--- config.mk ---
export PLATFORM = sky130hd
export DESIGN_NAME = div_result_check_flat
export DESIGN_NICKNAME = d
export VERILOG_FILES = /design/src/rtl/div_result_check_pkg.sv /design/src/rtl/div_result_check_if.sv /design/src/rtl/div_result_check_shift_add_mul.sv /design/src/rtl/div_result_check.sv /design/src/flat_wrapper.sv
export SDC_FILE = /design/constraint.sdc
export NUM_CORES = 1
export LEC_CHECK = 0
export BUFFER_PORTS_ARGS = -buffer_cell sky130_fd_sc_hd__buf_4
export CORE_MARGIN = 2
export CORE_UTILIZATION = 41
export DETAILED_ROUTE_END_ITERATION = 8
export PLACE_DENSITY = 0.62
export SYNTH_ARGS = -nofsm -noshare
export SYNTH_HDL_FRONTEND = slang
export SYNTH_HIERARCHICAL = 1
export SYNTH_SLANG_ARGS = --single-unit
--- constraint.sdc ---
create_clock -name clk -period 3.67 [get_ports clk]
set_clock_uncertainty 0.2 [all_clocks]
set_input_delay 0.5505 -clock clk [delete_from_list [all_inputs] [get_ports clk]]
set_output_delay 0.5505 -clock clk [all_outputs]
set_load 0.1 [all_outputs]
--- src/rtl/div_result_check_pkg.sv ---
// Shared definitions for the divider result checker: state encoding,
// default widths, status bit positions and a saturating counter helper.
package div_pkg;
  localparam int QW = 16;
  localparam int DW = 2 * QW;

  localparam logic [1:0] S_IDLE = 2'd0;
  localparam logic [1:0] S_MUL  = 2'd1;
  localparam logic [1:0] S_CHK  = 2'd2;
  localparam logic [1:0] S_DONE = 2'd3;

  // Status bit positions, as used by the divider test harness.
  localparam int ST_PASS    = 0;
  localparam int ST_REM_ERR = 1;
  localparam int ST_DIV0    = 2;
  localparam int ST_W       = 3;

  // Increment that sticks at all-ones.
  function automatic logic [15:0] sat_inc16(input logic [15:0] v);
    return (v == 16'hFFFF) ? v : v + 16'd1;
  endfunction
endpackage

--- src/rtl/div_result_check_if.sv ---
// Tuple-in / result-out handshake bundle for div_result_check.
// master: the side that supplies tuples and consumes results.
// slave : the checker itself.
interface div_result_check_if #(parameter int QW = 16) ();
  logic              in_valid;
  logic              in_ready;
  logic [2*QW-1:0]   dd;
  logic [QW-1:0]     dv;
  logic [QW-1:0]     qt;
  logic [QW-1:0]     rm;
  logic              out_valid;
  logic              out_ready;
  logic [2*QW:0]     recon;
  logic              rem_err;
  logic              div0;
  logic              pass;

  modport master (
    output in_valid, dd, dv, qt, rm, out_ready,
    input  in_ready, out_valid, recon, rem_err, div0, pass
  );

  modport slave (
    input  in_valid, dd, dv, qt, rm, out_ready,
    output in_ready, out_valid, recon, rem_err, div0, pass
  );
endinterface

--- src/rtl/div_result_check_shift_add_mul.sv ---
// Sequential shift-add multiplier: acc = addend + mcand_in * mplier_in,
// one multiplier bit per cycle, QW cycles after start. done is high during
// the last step cycle; acc is final on the following cycle.
module shift_add_mul #(
  parameter int QW = 16,
  parameter int CW = 5
) (
  input  logic            clk,
  input  logic            reset,
  input  logic            start,
  input  logic [QW-1:0]   mcand_in,
  input  logic [QW-1:0]   mplier_in,
  input  logic [QW-1:0]   addend,
  output logic [2*QW:0]   acc,
  output logic            busy,
  output logic            done
);
  logic [2*QW:0]   acc_q, acc_d;
  logic [2*QW-1:0] mcand_q, mcand_d;
  logic [QW-1:0]   mplier_q, mplier_d;
  logic [CW-1:0]   cnt_q, cnt_d;
  logic            busy_q, busy_d;

  // Load on start, otherwise one add/shift step per busy cycle.
  always_comb begin
    acc_d    = acc_q;
    mcand_d  = mcand_q;
    mplier_d = mplier_q;
    cnt_d    = cnt_q;
    busy_d   = busy_q;
    if (start) begin
      acc_d    = {{(QW+1){1'b0}}, addend};
      mcand_d  = {{QW{1'b0}}, mcand_in};
      mplier_d = mplier_in;
      cnt_d    = CW'(QW - 1);
      busy_d   = 1'b1;
    end else if (busy_q) begin
      if (mplier_q[0]) acc_d = acc_q + {1'b0, mcand_q};
      mcand_d  = mcand_q << 1;
      mplier_d = mplier_q >> 1;
      cnt_d    = cnt_q - 1'b1;
      if (cnt_q == '0) busy_d = 1'b0;
    end
  end

  // Datapath registers.
  always_ff @(posedge clk or negedge reset) begin
    if (!reset) begin
      acc_q    <= '0;
      mcand_q  <= '0;
      mplier_q <= '0;
      cnt_q    <= '0;
      busy_q   <= 1'b0;
    end else begin
      acc_q    <= acc_d;
      mcand_q  <= mcand_d;
      mplier_q <= mplier_d;
      cnt_q    <= cnt_d;
      busy_q   <= busy_d;
    end
  end

  assign acc  = acc_q;
  assign busy = busy_q;
  assign done = busy_q && (cnt_q == '0);
endmodule

--- src/rtl/div_result_check.sv ---
// Divider result checker: rebuilds qt*dv+rm and compares against dd,
// flagging remainder-range errors and divide-by-zero.
// Optional feature macro DIV_CHK_STATS_EN adds saturating pass/fail counters.
module div_result_check
  import div_pkg::*;
#(
  parameter int QW = div_pkg::QW,
  parameter int CW = 5
) (
  input  logic clk,
  input  logic reset,
  div_result_check_if.slave bus
`ifdef DIV_CHK_STATS_EN
  ,
  output logic [15:0] pass_cnt,
  output logic [15:0] fail_cnt
`endif
);
  logic [1:0]      state_q, state_d;
  logic [2*QW-1:0] dd_q, dd_d;
  logic [QW-1:0]   dv_q, dv_d, rm_q, rm_d;
  logic [2*QW:0]   recon_q, recon_d;
  logic            rem_err_q, rem_err_d, div0_q, div0_d, pass_q, pass_d;
  logic            in_ready, out_valid, accept, chk_en, consume;
  logic [2*QW:0]   acc;
  logic            mul_busy, mul_done;

  shift_add_mul #(.QW(QW), .CW(CW)) u_mul (
    .clk       (clk),
    .reset     (reset),
    .start     (accept),
    .mcand_in  (bus.dv),
    .mplier_in (bus.qt),
    .addend    (bus.rm),
    .acc       (acc),
    .busy      (mul_busy),
    .done      (mul_done)
  );

  // State register.
  always_ff @(posedge clk or negedge reset) begin
    if (!reset) state_q <= S_IDLE;
    else        state_q <= state_d;
  end

  // Next-state logic.
  always_comb begin
    state_d = state_q;
    case (state_q)
      S_IDLE:  if (bus.in_valid)  state_d = S_MUL;
      S_MUL:   if (mul_done)      state_d = S_CHK;
      S_CHK:                      state_d = S_DONE;
      S_DONE:  if (bus.out_ready) state_d = S_IDLE;
      default:                    state_d = S_IDLE;
    endcase
  end

  // State-decoded controls.
  always_comb begin
    in_ready  = (state_q == S_IDLE);
    out_valid = (state_q == S_DONE);
    chk_en    = (state_q == S_CHK);
    accept    = in_ready && bus.in_valid;
    consume   = out_valid && bus.out_ready;
  end

  // Tuple capture on accept; result compare in CHK, held until the next CHK.
  always_comb begin
    dd_d      = dd_q;
    dv_d      = dv_q;
    rm_d      = rm_q;
    recon_d   = recon_q;
    div0_d    = div0_q;
    rem_err_d = rem_err_q;
    pass_d    = pass_q;
    if (accept) begin
      dd_d = bus.dd;
      dv_d = bus.dv;
      rm_d = bus.rm;
    end
    if (chk_en) begin
      recon_d   = acc;
      div0_d    = (dv_q == '0);
      rem_err_d = (rm_q >= dv_q) || (dv_q == '0);
      pass_d    = (acc == {1'b0, dd_q}) && (rm_q < dv_q) && (dv_q != '0);
    end
  end

  // Capture and result registers.
  always_ff @(posedge clk or negedge reset) begin
    if (!reset) begin
      dd_q      <= '0;
      dv_q      <= '0;
      rm_q      <= '0;
      recon_q   <= '0;
      div0_q    <= 1'b0;
      rem_err_q <= 1'b0;
      pass_q    <= 1'b0;
    end else begin
      dd_q      <= dd_d;
      dv_q      <= dv_d;
      rm_q      <= rm_d;
      recon_q   <= recon_d;
      div0_q    <= div0_d;
      rem_err_q <= rem_err_d;
      pass_q    <= pass_d;
    end
  end

  assign bus.in_ready  = in_ready;
  assign bus.out_valid = out_valid;
  assign bus.recon     = recon_q;
  assign bus.rem_err   = rem_err_q;
  assign bus.div0      = div0_q;
  assign bus.pass      = pass_q;

`ifdef DIV_CHK_STATS_EN
  logic [15:0] pass_cnt_q, pass_cnt_d, fail_cnt_q, fail_cnt_d;

  // Count each consumed result by its verdict, saturating.
  always_comb begin
    pass_cnt_d = pass_cnt_q;
    fail_cnt_d = fail_cnt_q;
    if (consume) begin
      if (pass_q) pass_cnt_d = sat_inc16(pass_cnt_q);
      else        fail_cnt_d = sat_inc16(fail_cnt_q);
    end
  end

  // Statistics counters, cleared only by reset.
  always_ff @(posedge clk or negedge reset) begin
    if (!reset) begin
      pass_cnt_q <= '0;
      fail_cnt_q <= '0;
    end else begin
      pass_cnt_q <= pass_cnt_d;
      fail_cnt_q <= fail_cnt_d;
    end
  end

  assign pass_cnt = pass_cnt_q;
  assign fail_cnt = fail_cnt_q;
`else
  logic unused_consume;
  assign unused_consume = consume;
`endif

  logic unused_busy;
  assign unused_busy = mul_busy;
endmodule

--- src/flat_wrapper.sv ---
// flat-port wrapper written by rule: the top's interface ports become plain ports
module div_result_check_flat import div_pkg::*;
#(
  parameter int QW = div_pkg::QW,
  parameter int CW = 5
)
  (clk, reset, bus_in_valid, bus_dd, bus_dv, bus_qt, bus_rm, bus_out_ready, bus_in_ready, bus_out_valid, bus_recon, bus_rem_err, bus_div0, bus_pass);
  div_result_check_if #(.QW(QW)) bus_i ();
  input  logic clk;
  input  logic reset;
  input wire logic [$bits(bus_i.in_valid)-1:0] bus_in_valid;
  input wire logic [$bits(bus_i.dd)-1:0] bus_dd;
  input wire logic [$bits(bus_i.dv)-1:0] bus_dv;
  input wire logic [$bits(bus_i.qt)-1:0] bus_qt;
  input wire logic [$bits(bus_i.rm)-1:0] bus_rm;
  input wire logic [$bits(bus_i.out_ready)-1:0] bus_out_ready;
  output wire logic [$bits(bus_i.in_ready)-1:0] bus_in_ready;
  output wire logic [$bits(bus_i.out_valid)-1:0] bus_out_valid;
  output wire logic [$bits(bus_i.recon)-1:0] bus_recon;
  output wire logic [$bits(bus_i.rem_err)-1:0] bus_rem_err;
  output wire logic [$bits(bus_i.div0)-1:0] bus_div0;
  output wire logic [$bits(bus_i.pass)-1:0] bus_pass;
  assign bus_i.in_valid = bus_in_valid;
  assign bus_i.dd = bus_dd;
  assign bus_i.dv = bus_dv;
  assign bus_i.qt = bus_qt;
  assign bus_i.rm = bus_rm;
  assign bus_i.out_ready = bus_out_ready;
  assign bus_in_ready = bus_i.in_ready;
  assign bus_out_valid = bus_i.out_valid;
  assign bus_recon = bus_i.recon;
  assign bus_rem_err = bus_i.rem_err;
  assign bus_div0 = bus_i.div0;
  assign bus_pass = bus_i.pass;
  div_result_check #(.QW(QW), .CW(CW)) u_core (.clk(clk), .reset(reset), .bus(bus_i));
endmodule
==> results.sh, run 1 <==
export IMPL_post_cts_buffers=0
export IMPL_core_area_mm2=0.0243
export IMPL_antenna_found_initial=0
export IMPL_yosysMostFrequentCell="dfrtp_1"
export IMPL_die_w_um=161
export IMPL_hold_violations=0
export IMPL_gr_total_overflow=0
export IMPL_initial_core_util_pct=41.7
export IMPL_yosysTopAreaCell="dfrtp_1"
export IMPL_drt_pass1_iterations=5
export IMPL_cts_buffers=17
export IMPL_rsz0062_at_grt="false"
export IMPL_setup_viol=0
export IMPL_cts_buffer_depth=2
export IMPL_cp_slowest_cell="dfrtp_1"
export IMPL_period_share_pct=87.4
export IMPL_drv_cap=0
export IMPL_cp_start_kind="flip-flop"
export IMPL_fmax_mhz=312
export IMPL_syn_area_per_cell_um2=10.5
export IMPL_ys_flop_type="dfrtp_1"
export IMPL_grt_max_degree=82
export IMPL_place_congestion=0.945
export IMPL_nNetsFinal=1218
export IMPL_fin_crit_ns=3.21
export IMPL_antenna_cells=0
export IMPL_fin_ws_ns=0.461
export IMPL_clk_latency_ns=0.43
export IMPL_netlist_top_cells_area="dfrtp_1 (47%), mux2_2 (9.3%), ha_1 (6.7%)"
export IMPL_finish_utilization_pct=49.2
export IMPL_grt_pass1_vias=7581
export IMPL_critPathMaxFanout=4
export IMPL_drc=0
export IMPL_syn_nets=1108
export IMPL_hold_buffers=1
export IMPL_placed_area_mm2=0.0114
export IMPL_io_pins=122
export IMPL_ys_seq_area_share_pct=46.7
export IMPL_cellLeakagePower_nw=5.75
export IMPL_crit_start="u_core/u_mul/acc[0]"
export IMPL_portBuffers=121
export IMPL_ys_seq_elements=189
export IMPL_rows=57
export IMPL_cts_num_sinks=189
export IMPL_synthArstFlopShare_pct=100
export IMPL_synthesis_area_mm2=0.0101
export IMPL_dp_slack_ns=0.527
export IMPL_fin_cells=1416
export IMPL_crit_chain="ha_1 > fa_1 > a21o_1 > a221oi_4 > a211oi_2 > o21ba_1 > o2111a_1 > or3_1 > a32o_1"
export IMPL_criticalPathCategory="flip-flop to flip-flop"
export IMPL_ant_nets=0
export IMPL_peakVddDrop_mv=0.448
export IMPL_ctsResizeCount=0
export IMPL_htree_levels=4
export IMPL_drt_iter0_drc=470
export IMPL_synth_top_area_share_pct=46.7
export IMPL_tightest_slew_ns=0.837
export IMPL_required_ns=3.78
export IMPL_final_area_mm2=0.0120
export IMPL_path_delay_family="compound AO/OA/AOI/OAI gates"
export IMPL_grt_total_usage_pct=19.7
export IMPL_synth_edf_count=0
export IMPL_slew_headroom_pct=44.2
export IMPL_dr_total_vias=7607
export IMPL_cts_root_buffer="clkbuf_16"
export IMPL_syn_inst=969
export IMPL_yosys_warnings=6
export IMPL_die_area_mm2=0.0260
export IMPL_cp_slowest_stage_delay_ns=0.42
export IMPL_netlist_top_cells_count="dfrtp_1 (189), nand2_1 (108), o21ai_0 (96), mux2_2 (84), ha_1 (54)"
export IMPL_endpoint_kind="flip-flop"
export IMPL_status="finished, final reports clean"
export IMPL_arrival_ns=3.32
export IMPL_powerDensity_mw_per_mm2=1000
export IMPL_area_growth_syn_to_layout_pct=18.2
export IMPL_dp_cells=1383
export IMPL_min_from="bus_qt[8]"
export IMPL_drive_gt1_share_pct=23.9
export IMPL_wl_per_cell_um=17.8
export IMPL_clkTransAtPathRegs_ns=0.07
export IMPL_die_h_um=161
export IMPL_via_per_inst=5.37
export IMPL_hp_class="input pin to flip-flop"
export IMPL_crit_buf_inv=0
export IMPL_grt_pass1_wl_mm=40.2
export IMPL_finalSetupTns_ns=0
export IMPL_fillers=2252
export IMPL_tritoncts="yes"
export IMPL_dp_hpwl_mm=18.6
export IMPL_r2r_start="u_core/u_mul/acc[0]"
export IMPL_ys_types=64
export IMPL_slew_violations=0
export IMPL_wl_mm=25.2
## through the flow
stage                     power (mW)  hold WS, ns
after CTS                       12.1       0.0996
after global routing            12.8        0.107
after detailed placement        10.3        0.297
final                           12.0        0.123
after global placement          10.2        0.291
after floorplan                 8.61       0.0549
## flip-flops by register name, summed over array words and instances (netlist names)
register,flops
u_core/bus.recon,33
u_core/bus.div0,1
u_core/bus.pass,1
u_core/u_mul/busy,1
u_core/u_mul/mcand_q,32
u_core/dd_q,32
u_core/bus.rem_err,1
u_core/state_q,2
u_core/dv_q,16
u_core/u_mul/mplier_q,16
u_core/u_mul/cnt_q,5
u_core/rm_q,16
u_core/u_mul/acc,33
## final cells by class
| cell class | instances | area [um^2] | share of cell area, % |
|---|---|---|---|
| clock buffer | 17 | 425 | 3.55 |
| clock inverter | 15 | 133 | 1.11 |
| inverter | 38 | 145 | 1.21 |
| multi-input combinational | 699 | 5100 | 42.6 |
| sequential | 189 | 4730 | 39.5 |
| tap | 324 | 405 | 3.39 |
| timing repair buffer | 134 | 1040 | 8.68 |
## worst reg2reg max path, delay by kind of cell, from the launching register on
family | cells | cell delay [ns]
compound gates | 6 | 1.49
fa+ha+maj | 2 | 0.65
flops | 1 | 0.42
simple gates | 1 | 0.31
## worst paths after layout
| kind | cells past startpoint | slack, ns | end |
|---|---|---|---|
| hold / removal | 3 | 0.12 | u_core/u_mul/mplier_q[8] |
| setup / recovery | 9 | 0.46 | u_core/u_mul/acc[28] |
| hold reg to reg | 1 | 0.31 | u_core/bus.recon[21] |
| max in group asynchronous | 3 | 1.96 | u_core/dd_q[13] |
| min in group asynchronous | 2 | 0.51 | u_core/dd_q[28] |
| setup reg to reg | 9 | 0.46 | u_core/u_mul/acc[28] |
## power by group
part	internal (mW)	switching, mW	leakage (nW)	total, mW
Combinational	2.43	4.01	3.11	6.44
Clock	0.893	0.870	0.279	1.76
Sequential	3.03	0.780	2.36	3.81
## layer usage
metal / wire length [um] / global-route usage (%)
met5: 0 / 0
met4: 583 / 6.37
met3: 1130 / 4.08
met2: 12100 / 32.6
met1: 11400 / 26.0
## logic make-up after synthesis
kind of cell	after synthesis	synth area share (%)
buf+inv	81	3.07
flops	189	46.7
xor+xnor	52	4.49
simple gates	238	10.9
fa+ha+maj	55	6.87
mux	137	14.6
compound gates	217	13.4
## placed cells by master, fill, tap and decap left out, types with 3 or more instances in the layout
cell type,Yosys,final
inv_6,0,4
nor2b_1,4,4
buf_4,0,130
o21ai_0,96,96
ha_1,54,53
and4_1,4,4
clkbuf_16,0,17
o21bai_1,4,4
xor2_1,11,11
a211oi_1,5,5
nor3b_1,3,3
nor3_1,12,12
nand2_1,108,107
nand2b_1,4,4
o31ai_1,3,3
nor2_1,46,46
and3_1,3,3
clkinv_2,0,3
or3_1,3,3
mux2_2,84,84
a21oi_1,46,46
a21o_1,17,17
nand3_1,14,14
o211ai_1,4,4
a31oi_1,3,3
inv_1,38,37
mux2i_1,53,53
o2111a_1,4,4
nor4_1,11,11
dfrtp_1,189,188
xnor2_1,41,41
clkinv_4,0,5
a221o_1,4,4
nand4_1,17,17
o21a_1,4,4
nand3b_1,3,3
Note: power is estimated with default switching activity, not from simulation.
==> run 2, diff against run 1 <==
--- a/config.mk
+++ b/config.mk
@@ -5,11 +5,13 @@
 export SDC_FILE = /design/constraint.sdc
 export NUM_CORES = 1
 export LEC_CHECK = 0
-export BUFFER_PORTS_ARGS = -buffer_cell sky130_fd_sc_hd__buf_4
+export BUFFER_PORTS_ARGS = -buffer_cell sky130_fd_sc_hd__buf_2
 export CORE_MARGIN = 2
 export CORE_UTILIZATION = 41
+export CTS_CLUSTER_SIZE = 12
 export DETAILED_ROUTE_END_ITERATION = 8
 export PLACE_DENSITY = 0.62
+export RECOVER_POWER = 25
 export SYNTH_ARGS = -nofsm -noshare
 export SYNTH_HDL_FRONTEND = slang
 export SYNTH_HIERARCHICAL = 1
==> results.sh, run 2 (synthesis gave the netlist of run 1 again) <==
export IMPL_place_congestion=0.957
export IMPL_crit_buf_inv=0
export IMPL_peakVddDrop_mv=0.440
export IMPL_fin_ws_ns=0.475
export IMPL_criticalPathCategory="flip-flop to flip-flop"
export IMPL_fillers=2292
export IMPL_hold_slack_ns=0.115
export IMPL_rows=57
export IMPL_finish_utilization_pct=48.0
export IMPL_finalSetupTns_ns=0
export IMPL_die_area_mm2=0.0260
export IMPL_hp_class="input pin to flip-flop"
export IMPL_layout_common_cells="dfrtp_1 (188), buf_2 (120), nand2_1 (107)"
export IMPL_ant_nets=0
export IMPL_holdPathStages=3
export IMPL_rr_worst_depth=9
export IMPL_initial_core_util_pct=41.7
export IMPL_portBuffers=121
export IMPL_cts_buffers=17
export IMPL_drv_cap=1
export IMPL_fin_crit_ns=3.20
export IMPL_cts_buffer_depth=2
export IMPL_hold_violations=0
export IMPL_internal_power_mw=6.38
export IMPL_period_share_pct=87.1
export IMPL_wl_mm=25.2
export IMPL_via_per_inst=5.27
export IMPL_status="finished with violations"
export IMPL_dp_cells=1384
export IMPL_fmax_mhz=313
export IMPL_total_power_mw=12.0
export IMPL_dr_total_vias=7463
export IMPL_dp_hpwl_mm=18.4
export IMPL_crit_top_cell="o21ai_0"
export IMPL_power_frac_comb_pct=52.6
export IMPL_endpoint_kind="flip-flop"
export IMPL_placed_area_mm2=0.0111
export IMPL_violations="capacitance limit, slew limit"
export IMPL_tightest_slew_ns=2.30
export IMPL_arrival_ns=3.31
export IMPL_dp_slack_ns=0.533
export IMPL_slew_violations=92
export IMPL_cts_num_sinks=189
export IMPL_setup_viol=0
export IMPL_hold_buffers=0
export IMPL_antenna_found_initial=0
export IMPL_seqPwrFrac_pct=31.6
export IMPL_wl_per_cell_um=17.8
export IMPL_die_h_um=161
export IMPL_die_w_um=161
export IMPL_htree_levels=4
export IMPL_grt_total_usage_pct=20.0
export IMPL_critPathMaxFanout=4
export IMPL_power_switching_mw=5.64
export IMPL_antenna_cells=0
export IMPL_powerDensity_mw_per_mm2=1030
export IMPL_core_area_mm2=0.0243
export IMPL_cts_root_buffer="clkbuf_16"
export IMPL_cellLeakagePower_nw=5.66
export IMPL_drt_iter0_drc=462
export IMPL_final_area_mm2=0.0117
export IMPL_io_pins=122
export IMPL_clk_latency_ns=0.43
export IMPL_gr_total_overflow=0
export IMPL_layout_commonest_cell="dfrtp_1"
export IMPL_rsz0062_at_grt="false"
export IMPL_slew_headroom_pct=-53.3
export IMPL_drive_gt1_share_pct=24.0
export IMPL_drt_pass1_iterations=6
export IMPL_crit_chain="ha_1 > fa_1 > a21o_1 > a221oi_4 > a211oi_2 > o21ba_1 > o21ai_0 > o21ai_0 > a221o_1"
export IMPL_crit_cells=9
export IMPL_cp_slowest_stage_delay_ns=0.42
export IMPL_area_growth_syn_to_layout_pct=15.2
export IMPL_p_clk_share_pct=15.8
export IMPL_grt_pass1_wl_mm=40.9
export IMPL_clkTransAtPathRegs_ns=0.07
export IMPL_grt_pass1_vias=7541
export IMPL_cp_slowest_cell="dfrtp_1"
export IMPL_cp_start_kind="flip-flop"
export IMPL_sw_frac_of_total_pct=46.9
export IMPL_path_delay_family="compound AO/OA/AOI/OAI gates"
export IMPL_reg2reg_slack_ns=0.47
export IMPL_ctsResizeCount=0
export IMPL_tritoncts="yes"
export IMPL_drc=0
export IMPL_required_ns=3.79
export IMPL_fin_cells=1416
export IMPL_post_cts_buffers=0
export IMPL_grt_max_degree=92
export IMPL_nNetsFinal=1218
[run 2: area by class of cell]
class                   instances  area (um^2)  share of cell area [%]
repair buffers                134          703                    6.02
clock inverters                14          156                    1.34
inverters                      38          145                    1.24
clock buffers                  18          439                    3.76
flip-flops and latches        189         4730                    40.5
multi-input cells             699         5100                    43.6
well taps                     324          405                    3.47
[run 2: worst paths after layout]
path / start / end
setup / recovery: u_core/u_mul/acc[0] / u_core/u_mul/acc[24]
hold / removal: bus_qt[5] / u_core/u_mul/mplier_q[5]
setup reg to reg: u_core/u_mul/acc[0] / u_core/u_mul/acc[24]
hold reg to reg: u_core/bus.recon[31] / u_core/bus.recon[31]
max in group asynchronous: reset / u_core/bus.recon[18]
min in group asynchronous: reset / u_core/bus.recon[31]
[run 2: layer usage]
layer  wire length, um  track usage [%]  part of all wire [%]  up-vias
met3              1040             3.18                   4.1       21
li1                  -                -                     -     3683
met2             11900             33.3                    47      171
met1             11700             27.2                    47     3588
met5                 0                0                     0        -
met4               454             5.44                   1.8        0
[run 2: power groups by stage]
stage / Sequential, mW / Combinational (mW) / Clock [mW]
floorplan: 4.73 / 3.88 / 0
global placement: 3.83 / 6.23 / 0
detailed placement: 3.85 / 6.30 / 0
CTS: 3.82 / 6.32 / 1.95
global route: 3.93 / 6.91 / 2.04
finish: 3.80 / 6.32 / 1.90
[run 2: worst reg2reg max path: cells and delay by family (launching register included)]
kind	cells	cell delay, ns
flip-flops	1	0.42
adder cells (fa/ha/maj)	2	0.66
AO/OA/AOI/OAI	7	1.80
